`src/rtl/quadrature_counter_if.sv`:
```
// Encoder pins, control strobes and position/status outputs of quadrature_counter.
// The index pin and its modport entries exist only when QUAD_INDEX_EN is defined.
interface quadrature_counter_if #(parameter int WIDTH = 16);
  logic                    quadA;
  logic                    quadB;
  logic                    clear;
  logic                    load;
  logic [WIDTH-1:0]        load_value;
  logic                    error_clr;
  logic signed [WIDTH-1:0] count;
  logic                    dir;
  logic                    step;
  logic                    error;
`ifdef QUAD_INDEX_EN
  logic                    index;

  modport master (
    output quadA, quadB, index, clear, load, load_value, error_clr,
    input  count, dir, step, error
  );
  modport slave (
    input  quadA, quadB, index, clear, load, load_value, error_clr,
    output count, dir, step, error
  );
`else
  modport master (
    output quadA, quadB, clear, load, load_value, error_clr,
    input  count, dir, step, error
  );
  modport slave (
    input  quadA, quadB, clear, load, load_value, error_clr,
    output count, dir, step, error
  );
`endif
endinterface

```
`src/rtl/quadrature_counter.sv`:
```
// Quadrature decoder: sync + glitch filter + 4x Gray decode into a signed position; QUAD_INDEX_EN adds index zeroing.
// Latency raw edge -> count/step is SYNC_STAGES+FILTER_LEN+1 clocks; no backpressure, every accepted step is applied.
module quadrature_counter #(
  parameter int WIDTH       = 16,
  parameter int SYNC_STAGES = 2,
  parameter int FILTER_LEN  = 4,
  parameter int SATURATE    = 0
) (
  input  logic               clk,
  input  logic               reset,
  quadrature_counter_if.slave bus
);

`ifdef QUAD_INDEX_EN
  localparam int NCH = 3;
`else
  localparam int NCH = 2;
`endif
  localparam int CW = $clog2(FILTER_LEN + 1);
  localparam logic signed [WIDTH-1:0] CNT_MAX = {1'b0, {(WIDTH-1){1'b1}}};
  localparam logic signed [WIDTH-1:0] CNT_MIN = {1'b1, {(WIDTH-1){1'b0}}};

  typedef enum logic {S_INIT, S_RUN} state_t;

  logic [NCH-1:0]                  raw;
  logic [SYNC_STAGES-1:0][NCH-1:0] sync_q;
  logic [NCH-1:0]                  synced;
  logic [NCH-1:0]                  filt;
  logic [CW-1:0]                   flt_cnt [NCH];
  logic [1:0]                      cur;
  logic [1:0]                      prev_q;
  state_t                          state_q, state_d;
  logic                            mv_up, mv_dn, mv_bad;
  logic                            idx_hit;
  logic signed [WIDTH-1:0]         count_q, cnt_stepped;
  logic                            dir_q, step_q, error_q;

`ifdef QUAD_INDEX_EN
  logic idx_q;

  assign raw     = {bus.index, bus.quadA, bus.quadB};
  assign idx_hit = filt[2] & ~idx_q & (cur == 2'b11);

  always_ff @(posedge clk) begin
    if (reset) idx_q <= 1'b0;
    else       idx_q <= filt[2];
  end
`else
  assign raw     = {bus.quadA, bus.quadB};
  assign idx_hit = 1'b0;
`endif

  always_ff @(posedge clk) begin
    if (reset) sync_q <= '0;
    else       sync_q <= {sync_q[SYNC_STAGES-2:0], raw};
  end
  assign synced = sync_q[SYNC_STAGES-1];

  // A channel only moves once the synced level has disagreed with it FILTER_LEN samples in a row.
  always_ff @(posedge clk) begin
    if (reset) begin
      filt <= '0;
      for (int c = 0; c < NCH; c++) flt_cnt[c] <= '0;
    end else begin
      for (int c = 0; c < NCH; c++) begin
        if (synced[c] == filt[c]) begin
          flt_cnt[c] <= '0;
        end else if (flt_cnt[c] == CW'(FILTER_LEN - 1)) begin
          filt[c]    <= synced[c];
          flt_cnt[c] <= '0;
        end else begin
          flt_cnt[c] <= flt_cnt[c] + CW'(1);
        end
      end
    end
  end
  assign cur = filt[1:0];

  always_ff @(posedge clk) begin
    if (reset) begin
      state_q <= S_INIT;
      prev_q  <= 2'b00;
    end else begin
      state_q <= state_d;
      prev_q  <= cur;
    end
  end

  // {A,B} walks 00->10->11->01->00 when moving up.
  always_comb begin
    state_d = state_q;
    mv_up   = 1'b0;
    mv_dn   = 1'b0;
    mv_bad  = 1'b0;
    case (state_q)
      S_INIT: state_d = S_RUN;
      S_RUN: begin
        if (cur != prev_q) begin
          case ({prev_q, cur})
            4'b00_10, 4'b10_11, 4'b11_01, 4'b01_00: mv_up  = 1'b1;
            4'b00_01, 4'b01_11, 4'b11_10, 4'b10_00: mv_dn  = 1'b1;
            default:                                mv_bad = 1'b1;
          endcase
        end
      end
      default: state_d = S_INIT;
    endcase
  end

  always_comb begin
    cnt_stepped = count_q;
    if (mv_up) begin
      if (SATURATE != 0 && count_q == CNT_MAX) cnt_stepped = count_q;
      else                                     cnt_stepped = count_q + WIDTH'(1);
    end else if (mv_dn) begin
      if (SATURATE != 0 && count_q == CNT_MIN) cnt_stepped = count_q;
      else                                     cnt_stepped = count_q - WIDTH'(1);
    end
  end

  always_ff @(posedge clk) begin
    if (reset) begin
      count_q <= '0;
      dir_q   <= 1'b0;
      step_q  <= 1'b0;
      error_q <= 1'b0;
    end else begin
      if (bus.clear)            count_q <= '0;
      else if (idx_hit)         count_q <= '0;
      else if (bus.load)        count_q <= $signed(bus.load_value);
      else if (mv_up || mv_dn)  count_q <= cnt_stepped;

      if (mv_up || mv_dn) dir_q <= mv_up;
      step_q <= mv_up | mv_dn;

      if (mv_bad)             error_q <= 1'b1;
      else if (bus.error_clr) error_q <= 1'b0;
    end
  end

  assign bus.count = count_q;
  assign bus.dir   = dir_q;
  assign bus.step  = step_q;
  assign bus.error = error_q;

endmodule

```
`src/flat_wrapper.sv`:
```
// flat-port wrapper written by rule: the top's interface ports become plain ports
module quadrature_counter_flat 
#(
  parameter int WIDTH       = 16,
  parameter int SYNC_STAGES = 2,
  parameter int FILTER_LEN  = 4,
  parameter int SATURATE    = 0
)
  (clk, reset, bus_quadA, bus_quadB, bus_clear, bus_load, bus_load_value, bus_error_clr, bus_count, bus_dir, bus_step, bus_error);
  quadrature_counter_if #(.WIDTH(WIDTH)) bus_i ();
  input  logic clk;
  input  logic reset;
  input wire logic [$bits(bus_i.quadA)-1:0] bus_quadA;
  input wire logic [$bits(bus_i.quadB)-1:0] bus_quadB;
  input wire logic [$bits(bus_i.clear)-1:0] bus_clear;
  input wire logic [$bits(bus_i.load)-1:0] bus_load;
  input wire logic [$bits(bus_i.load_value)-1:0] bus_load_value;
  input wire logic [$bits(bus_i.error_clr)-1:0] bus_error_clr;
  output wire logic [$bits(bus_i.count)-1:0] bus_count;
  output wire logic [$bits(bus_i.dir)-1:0] bus_dir;
  output wire logic [$bits(bus_i.step)-1:0] bus_step;
  output wire logic [$bits(bus_i.error)-1:0] bus_error;
  assign bus_i.quadA = bus_quadA;
  assign bus_i.quadB = bus_quadB;
  assign bus_i.clear = bus_clear;
  assign bus_i.load = bus_load;
  assign bus_i.load_value = bus_load_value;
  assign bus_i.error_clr = bus_error_clr;
  assign bus_count = bus_i.count;
  assign bus_dir = bus_i.dir;
  assign bus_step = bus_i.step;
  assign bus_error = bus_i.error;
  quadrature_counter #(.WIDTH(WIDTH), .SYNC_STAGES(SYNC_STAGES), .FILTER_LEN(FILTER_LEN), .SATURATE(SATURATE)) u_core (.clk(clk), .reset(reset), .bus(bus_i));
endmodule
```
`config.mk`:
```
export PLATFORM = sky130hd
export DESIGN_NAME = quadrature_counter_flat
export DESIGN_NICKNAME = d
export VERILOG_FILES = /design/src/rtl/quadrature_counter_if.sv /design/src/rtl/quadrature_counter.sv /design/src/flat_wrapper.sv
export SDC_FILE = /design/constraint.sdc
export NUM_CORES = 1
export LEC_CHECK = 0
export BUFFER_PORTS_ARGS = -buffer_cell sky130_fd_sc_hd__buf_2
export CORE_AREA = 2 2 51 88
export CTS_CLUSTER_SIZE = 14
export DETAILED_ROUTE_END_ITERATION = 8
export DIE_AREA = 0 0 53 90
export PLACE_DENSITY_LB_ADDON = 0.15
export SLEW_MARGIN = 20
export SYNTH_ARGS = -nofsm -noshare
export SYNTH_HDL_FRONTEND = slang
export SYNTH_SLANG_ARGS = --single-unit
```
`constraint.sdc`:
```
create_clock -name clk -period 3.2 [get_ports clk]
set_input_delay 0.16 -clock clk [delete_from_list [all_inputs] [get_ports clk]]
set_output_delay 0.16 -clock clk [all_outputs]
set_load 0.05 [all_outputs]
```
# Word-level counts from Yosys, hierarchy flattened
# Memory sizes are Yosys's and may differ from the RTL's.
# Index checks and enable logic that the tools add are counted.
word_totals:
  inputBits: 23
  ramBits: 6
  register_bits: 28
  out_inout_bits: 19
  memories: 1
memory_table:
  columns: ["name", "depth", "width", "read_ports", "rd_ports_with_merged_regs", "wr", "line", "rtl"]
  rows:
  - ["u_core.flt_cnt", 2, 3, 2, 0, 2, "quadrature_counter.sv:29", "logic [CW-1:0] flt_cnt [NCH];"]
classes:
  addsub: 4
  n_eq_ne: 13
  mux: 46
  reduce_logical: 11
  bitwise_logic: 9
ops:
  columns: ["cell", "count"]
  rows:
  - ["$mux 16", 4]
  - ["$mux 1", 36]
  - ["$mux 3", 6]
  - ["$add 16x2->16 const B", 1]
  - ["$eq 4x4->1 const B", 4]
  - ["$sub 16x2->16 const B", 1]
  - ["$eq 4x3->1 const B", 2]
  - ["$reduce_or 4->1", 2]
  - ["$reduce_or 8->1", 1]
  - ["$or 1x1->1", 7]
  - ["$add 3x1->3 const B", 2]
  - ["$eq 3x2->1 const B", 2]
  - ["$reduce_and 2->1", 3]
  - ["$eq 4x1->1 const B", 1]
  - ["$eq 4x2->1 const B", 1]
  - ["$reduce_bool 2->1", 2]
  - ["$reduce_bool 3->1", 1]
  - ["$eq 1x1->1", 2]
  - ["$ne 2x2->1", 1]
  - ["$not 1->1", 2]
  - ["$reduce_or 2->1", 1]
  - ["$logic_or 1x1->1", 1]

# Depth between registers and ports, before layout
# Gate-level depths: netlist of the first run.
logic_depth:
  word_depth: 9
  depth_mapped: 10
  ltp_nobuf: 10

# Worst setup path before layout of the first run
# No wires, ideal clock.
synth_timing:
  path_kind: "register to register"
  startpoint: "reg u_core.filt[1], in the netlist u_core.cur[1]"
  endpoint: "reg u_core.count_q[12], in the netlist u_core.bus.count[12]"
  slack_ps: 270
  arrival_ps: 2814
  setup_time_ps: 116
  period_less_slack_ps: 2930
  path_stages_with_launch: 10
  cell_sequence: "dfxtp_1 > xor2_1 > nand3_1 > ha_1 > nor2b_1 > o2111a_1 > o31ai_4 > a21oi_1 > or3_1 > a31o_2"
synth_via:
  elab_chain_cells: 8
  elab_cells_between_ends: 24
  classes_between: "eq/ne: 9; mux: 9; reduce/logical: 6"
synth_rtl:
  columns: ["element", "line", "rtl"]
  rows:
  - ["start: declaration", "quadrature_counter.sv:28", "logic [NCH-1:0] filt;"]
  - ["start signal: indexed assignment", "quadrature_counter.sv:69", "filt[c] <= synced[c];"]
  - ["$eq 4x2->1 (tied with other cells)", "quadrature_counter.sv:99", "case ({prev_q, cur})"]
  - ["$reduce_or 4->1", null, null]
  - ["$mux 1", "quadrature_counter.sv:99", null]
  - ["$mux 1", "quadrature_counter.sv:98", "if (cur != prev_q) begin"]
  - ["$mux 1", "quadrature_counter.sv:95", "case (state_q)"]
  - ["$mux 16 / $logic_or 1x1->1 (equally long branches)", "quadrature_counter.sv:112, quadrature_counter.sv:131", null]
  - ["$mux 16 / $reduce_bool 2->1 (equally long branches)", null, null]
  - ["$mux 16 / $reduce_and 2->1 (equally long branches)", null, null]
  - ["end signal: assignment", "quadrature_counter.sv:130", "else if (bus.load) count_q <= $signed(bus.load_value);"]
  - ["end signal: assignment", "quadrature_counter.sv:131", "else if (mv_up || mv_dn) count_q <= cnt_stepped;"]
  - ["end: declaration", "quadrature_counter.sv:35", "logic signed [WIDTH-1:0] count_q, cnt_stepped;"]
# Parallel ways exist; a longest one is shown, timed or not. The select of a mux whose other input is x is not followed.
# A chain may end at the register's enable or synchronous reset.

# Worst setup path in the final report of the first run
# Ends and elaborated chain as after synthesis.

==> impl_metrics.py, run 1 <==
metrics = {
    "status": {
        "status": "finished clean",
    },
    "sta": {
        "final.setup.tns_ns": 0,
        "relSlewSlack": 0.464,
        "fin_skew_ns": 0.00427,
        "hold_viol": 0,
        "hold-worst-slack_ns": 0.0822,
        "finalSetupViolCount": 0,
        "max_freq_ghz": 0.355,
        "worst_slew_pin_slew_ns": 0.802,
        "min_period_over_period": 0.879,
        "rsz0062_at_grt": "no",
        "slew_violations": 0,
        "period_minus_slack_ns": 2.81,
        "fin_ws_ns": 0.386,
    },
    "routing": {
        "drtIter0Drc": 33,
        "vias_per_cell": 5.58,
        "wl_per_cell_um": 14.1,
        "via_count": 1926,
        "dr.pass1.iters": 4,
        "drt_wl_total_um": 4860,
        "remaining_drc_errors": 0,
        "postRouteAntennaNets": 0,
    },
    "worst_setup_path": {
        "cp_slowest_stage_delay_ns": 0.46,
        "crit_arrival_ns": 3.00,
        "path_depth": 10,
        "critPathCaptureType": "register",
        "start_kind": "register",
        "cp_slowest_cell": "dfxtp_1",
        "required_ns": 3.38,
        "critical-path-top-delay-family": "compound AO/OA/AOI/OAI gates",
        "r2r_slack_ns": 0.39,
        "crit_fanout": 18,
        "cp_common_cell": "a21oi_1",
        "path_cells": "xor2_1 -> nand3_1 -> buf_4 -> ha_1 -> a21oi_1 -> nand2_1 -> a21oi_1 -> a21oi_1 -> or3_1 -> a31o_2",
        "critical_path_class": "register to register",
        "cp_num_buf_inv": 1,
        "r2r.worst_path.cells": 10,
    },
    "die": {
        "ioPinCount": 42,
        "start_util": 0.530,
        "die-area_sq_um": 4770,
        "die_w_um": 53,
        "std_cell_rows": 31,
        "core_area_sq_um": 4070,
        "die_h_um": 90,
    },
    "grt": {
        "grt-ovfl-total": 0,
        "antenna_found_initial": 0,
        "grt_pass1_vias": 1878,
        "grt_pass1_wl_um": 8200,
        "track_usage": 0.227,
        "grt_max_degree": 23,
    },
    "synthesis": {
        "synth_ff_type": "dfxtp_1",
        "synth_area_sq_um": 2160,
        "synth_warnings": 0,
        "synth-edff-count": 6,
        "ys_ff_latch": 34,
        "synth_area_per_cell_sq_um": 8.60,
        "yosysSeqAreaShare": 0.343,
        "yosysTopAreaCell": "dfxtp_1",
        "synth_top_area_share": 0.260,
        "syn_inst": 251,
        "ys_types": 48,
        "async_flop_share": 0,
        "synth_common_cells": "a21oi_1 (30), dfxtp_1 (28), nand2_1 (23), ha_1 (20), nor2_1 (19)",
        "yosysMostFrequentCell": "a21oi_1",
        "ys_top_cells_by_area": "dfxtp_1 (26%), ha_1 (12%), edfxtp_1 (8.3%)",
    },
    "layout": {
        "n_antenna_cell": 0,
        "multi_input_area_sq_um": 1350,
        "final_layout_size_suffix_gt1_frac": 0.193,
        "regArea_sq_um": 741,
        "nets": 339,
        "num-fill-cells": 394,
        "area_growth_pct": 15.7,
    },
    "clocking": {
        "cts_tree": "built",
        "post_cts_resized": 0,
        "cts_max_path_buffers": 2,
        "cts_setup_buffers": 0,
        "clkSlewWorstSetupHoldPaths_ns": 0.07,
        "cts_sinks": 34,
        "hold_buffers": 0,
        "h-tree-depth": 2,
        "cts_buffers": 5,
        "clk_latency_ns": 0.28,
        "root_buffer": "clkbuf_8",
    },
    "placement": {
        "place_ws_ns": 0.396,
        "gp_congestion": 0.925,
        "port_buffers": 41,
        "hpwl_um": 3760,
    },
    "pwr": {
        "p_per_area_nw_per_um2": 400,
        "switchingPower_uw": 308,
        "pwr-share-clk": 0.315,
        "p_int_uw": 692,
        "irDropWorstVdd_uv": 347,
        "power_frac_comb": 0.224,
        "power.total_uw": 1000,
        "p_sw_frac": 0.308,
        "pwr-share-seq": 0.461,
        "power_leakage_nw": 1.14,
    },
    "min_path": {
        "hold-path-cell-count": 2,
        "worstHoldPathType": "primary input to register",
    },
    "flow_run": {
        "drv_cap": 0,
    },
}
==> per-layer routing <==
layer / global-route usage / vias to the layer above / routed length [um]
li1: - / 984 / -
met1: 0.236 / 899 / 1870
met2: 0.417 / 36 / 2750
met3: 0.0465 / 7 / 163
met4: 0.0897 / 0 / 75
met5: 0 / - / 0
==> worst reg2reg max path: stages, from the launching register on <==
cell	delay [ns]
dfxtp_1	0.46
xor2_1	0.17
nand3_1	0.08
buf_4	0.22
ha_1	0.40
a21oi_1	0.32
nand2_1	0.09
a21oi_1	0.31
a21oi_1	0.13
or3_1	0.31
a31o_2	0.23
==> power groups by stage <==
stage | sequential [mW] | clock, mW | combinational, mW
6_report | 0.461 | 0.315 | 0.224
5_1_grt | 0.463 | 0.348 | 0.249
4_1_cts | 0.461 | 0.329 | 0.225
3_5_place_dp | 0.471 | 0 | 0.225
3_3_place_gp | 0.471 | 0 | 0.223
2_1_floorplan | 0.498 | 0 | 0.143
==> layout by cell type, fill, tap and decap left out, drive strengths merged, types with 6 or more instances in the layout <==
cell type  instances
conb               6
xnor2             13
nor2              19
nand2             23
ha                20
inv               11
o21ai             14
dfxtp             28
buf               43
nor2b              8
edfxtp             6
a21oi             30
nand4              6
==> through the flow <==
step	utilization	cells	cell area [sq um]
5_1_grt	0.614	345	2500
3_3_place_gp	0.592	337	2410
2_1_floorplan	-	256	2180
3_5_place_dp	0.592	337	2410
4_1_cts	0.614	345	2500
6_report	0.614	345	2500
==> path summary, 6_finish.rpt <==
kind                          startpoint                                end
max           u_core.cur[1]$_SDFFE_PP0P_  u_core.bus.count[12]$_SDFFE_PP0P_
min                            bus_quadA        u_core.sync_q[1]$_SDFF_PP0_
max reg2reg   u_core.cur[1]$_SDFFE_PP0P_  u_core.bus.count[12]$_SDFFE_PP0P_
min reg2reg  u_core.sync_q[0]$_SDFF_PP0_        u_core.synced[0]$_SDFF_PP0_
==> cells by family after synthesis <==
group	share of synthesized area
other	0.00174
AND/OR/NAND/NOR	0.171
adder cells (fa/ha/maj)	0.125
multiplexers	0.0139
buffers and inverters	0.0423
flip-flops	0.343
XOR/XNOR	0.0724
AO/OA/AOI/OAI	0.230
==> flip-flops by register name, indices dropped and copies added (netlist names) <==
signal / flops
u_core.cur: 2
u_core.bus.dir: 1
u_core.bus.step: 1
u_core.flt_cnt: 6
u_core.prev_q: 2
u_core.bus.error: 1
u_core.sync_q: 2
u_core.synced: 2
u_core.state_q: 1
u_core.bus.count: 16
==> final cells by class <==
class / count / area share
Clock inverter: 3 / 0.00801
Clock buffer: 5 / 0.0275
Tap cell: 49 / 0.0245
Multi-Input combinational cell: 200 / 0.539
Sequential cell: 34 / 0.296
Timing Repair Buffer: 43 / 0.0881
Inverter: 11 / 0.0165
(Power assumes the default switching activity.)
==> run 2: changes to the inputs <==
--- a/config.mk
+++ b/config.mk
@@ -5,7 +5,7 @@
 export SDC_FILE = /design/constraint.sdc
 export NUM_CORES = 1
 export LEC_CHECK = 0
-export BUFFER_PORTS_ARGS = -buffer_cell sky130_fd_sc_hd__buf_2
+export BUFFER_PORTS_ARGS = -buffer_cell sky130_fd_sc_hd__buf_4
 export CORE_AREA = 2 2 51 88
 export CTS_CLUSTER_SIZE = 14
 export DETAILED_ROUTE_END_ITERATION = 8
==> run 2 against run 1 <==
  * Non-clock buffer count is 1 higher
  * Sequential cell count did not move
  * Sequential power about the same
  * Combinational power is 5% higher
  * Routed wire length up 1.3%
  * Fmax increased by 0.13%
  * Final area rose by 4.1%
  * Sequential share of layout area down 1.2 points
  * Die area stayed put
  * Critical path depth unchanged
  * First-iteration DRC count rose by 3.0%
  * Global-route usage rose by 0.091 points
==> impl_metrics.py, run 2 (synthesis results as in run 1) <==
metrics = {
    "clocking": {
        "clkSlewWorstSetupHoldPaths_ns": 0.07,
        "hold_buffers": 0,
        "cts_tree": "built",
        "post_cts_resized": 0,
        "h-tree-depth": 2,
        "cts_sinks": 34,
        "clk_latency_ns": 0.28,
        "cts_buffers": 5,
        "root_buffer": "clkbuf_8",
        "cts_setup_buffers": 0,
        "cts_max_path_buffers": 2,
    },
    "pwr": {
        "p_sw_frac": 0.301,
        "power_leakage_nw": 1.16,
        "switchingPower_uw": 302,
        "pwr-share-seq": 0.460,
        "pwr-share-clk": 0.304,
        "irDropWorstVdd_uv": 377,
        "p_per_area_nw_per_um2": 386,
        "power_frac_comb": 0.236,
        "p_int_uw": 701,
    },
    "routing": {
        "dr.pass1.iters": 4,
        "wl_per_cell_um": 14.2,
        "drtIter0Drc": 34,
        "vias_per_cell": 5.63,
        "postRouteAntennaNets": 0,
        "via_count": 1949,
        "remaining_drc_errors": 0,
        "drt_wl_total_um": 4920,
    },
    "sta": {
        "final.setup.tns_ns": 0,
        "worst_slew_pin_slew_ns": 0.818,
        "hold_viol": 0,
        "relSlewSlack": 0.454,
        "min_period_over_period": 0.878,
        "slew_violations": 0,
        "period_minus_slack_ns": 2.81,
        "max_freq_ghz": 0.356,
        "fin_skew_ns": 0.00659,
        "rsz0062_at_grt": "no",
        "finalSetupViolCount": 0,
    },
    "placement": {
        "hpwl_um": 3810,
        "post_dp_cell_area_sq_um": 2520,
        "gp_congestion": 0.878,
        "port_buffers": 41,
    },
    "grt": {
        "grt_pass1_wl_um": 8180,
        "use_met3": 0.0399,
        "track_usage": 0.228,
        "grt_max_degree": 23,
        "met1_usage": 0.246,
        "antenna_found_initial": 0,
        "grt_pass1_vias": 1806,
        "gr-max-usage-layer": "met2",
        "grtUsageMet2": 0.406,
        "grt-ovfl-total": 0,
    },
    "layout": {
        "largest_reg_flops": 16,
        "stdcell_area_sq_um": 2600,
        "num-fill-cells": 393,
        "final_cell_mix": "buf_4 (44), a21oi_1 (30), dfxtp_1 (28)",
        "regArea_sq_um": 741,
        "nets": 340,
        "final_layout_size_suffix_gt1_frac": 0.192,
        "n_antenna_cell": 0,
        "final_common_cell": "buf_4",
        "utilization": 0.639,
        "area_growth_pct": 20.5,
        "multi_input_area_sq_um": 1350,
    },
    "flow_run": {
        "drv_cap": 0,
    },
    "worst_setup_path": {
        "critical_path_class": "register to register",
        "critPathCaptureType": "register",
        "crit_arrival_ns": 2.98,
        "crit_fanout": 10,
        "required_ns": 3.37,
        "start_kind": "register",
    },
    "die": {
        "start_util": 0.530,
        "die_w_um": 53,
        "core_area_sq_um": 4070,
        "die-area_sq_um": 4770,
        "die_h_um": 90,
        "std_cell_rows": 31,
        "ioPinCount": 42,
    },
    "status": {
        "status": "finished clean",
    },
    "min_path": {
        "worstHoldPathType": "primary input to register",
    },
}
==> run 2: cell count changes in the layout (fill, tap and decap cells not counted), sizes merged <==
cell	change
inv	-1
clkinv	+1
clkbuf	+1
buf	+1
clkinvlp	-1
==> run 2: per-layer routing <==
metal | vias up | routed length [um]
met5 | - | 0
met4 | 0 | 142
met3 | 9 | 158
met2 | 38 | 2730
met1 | 910 | 1890
li1 | 992 | -
==> run 2: layout make-up <==
cell class | instances | share of cell area
clock buffer | 6 | 0.0279
clock inverter | 2 | 0.00337
inverter | 11 | 0.0159
multi-input combinational | 200 | 0.518
sequential | 34 | 0.285
tap | 49 | 0.0236
timing repair buffer | 44 | 0.127
==> run 2: metrics by stage <==
stage	hold WS, ns	power, mW	worst slack [ns]	std cells
6_report	0.0917	1.00	0.390	346
5_1_grt	0.0942	1.06	0.0937	346
4_1_cts	0.0884	1.01	0.358	346
3_5_place_dp	0.386	0.708	0.357	338
3_3_place_gp	0.375	0.708	0.409	338
2_1_floorplan	0.232	0.641	0.270	256
==> run 2: power by group through the flow <==
stage,Combinational [mW],Sequential [mW],Clock (mW)
after detailed placement,0.237,0.472,0
after CTS,0.238,0.462,0.314
after floorplan,0.143,0.498,0
after global placement,0.236,0.471,0
final,0.236,0.462,0.305
after global routing,0.260,0.464,0.332
==> run 2: worst max-delay path, stage by stage (launching register included) <==
cell and delay [ns]:
dfxtp_1 0.47, xor2_1 0.17, nand3_1 0.17, buf_4 0.24, ha_1 0.36, a2111oi_0 0.35
o21ai_0 0.22, a41oi_1 0.32, o21ai_0 0.15, xnor2_1 0.16, o22ai_1 0.09
==> run 2: final timing paths <==
check,startpoint,to,slack [ns],depth (start not counted)
worst max-delay path,u_core.cur[1]$_SDFFE_PP0P_,u_core.bus.count[13]$_SDFFE_PP0P_,0.39,10
worst max register to register,u_core.cur[1]$_SDFFE_PP0P_,u_core.bus.count[13]$_SDFFE_PP0P_,0.39,10
worst min register to register,u_core.sync_q[1]$_SDFF_PP0_,u_core.synced[1]$_SDFF_PP0_,0.44,1
worst min-delay path,bus_load_value[8],u_core.bus.count[8]$_SDFFE_PP0P_,0.09,2
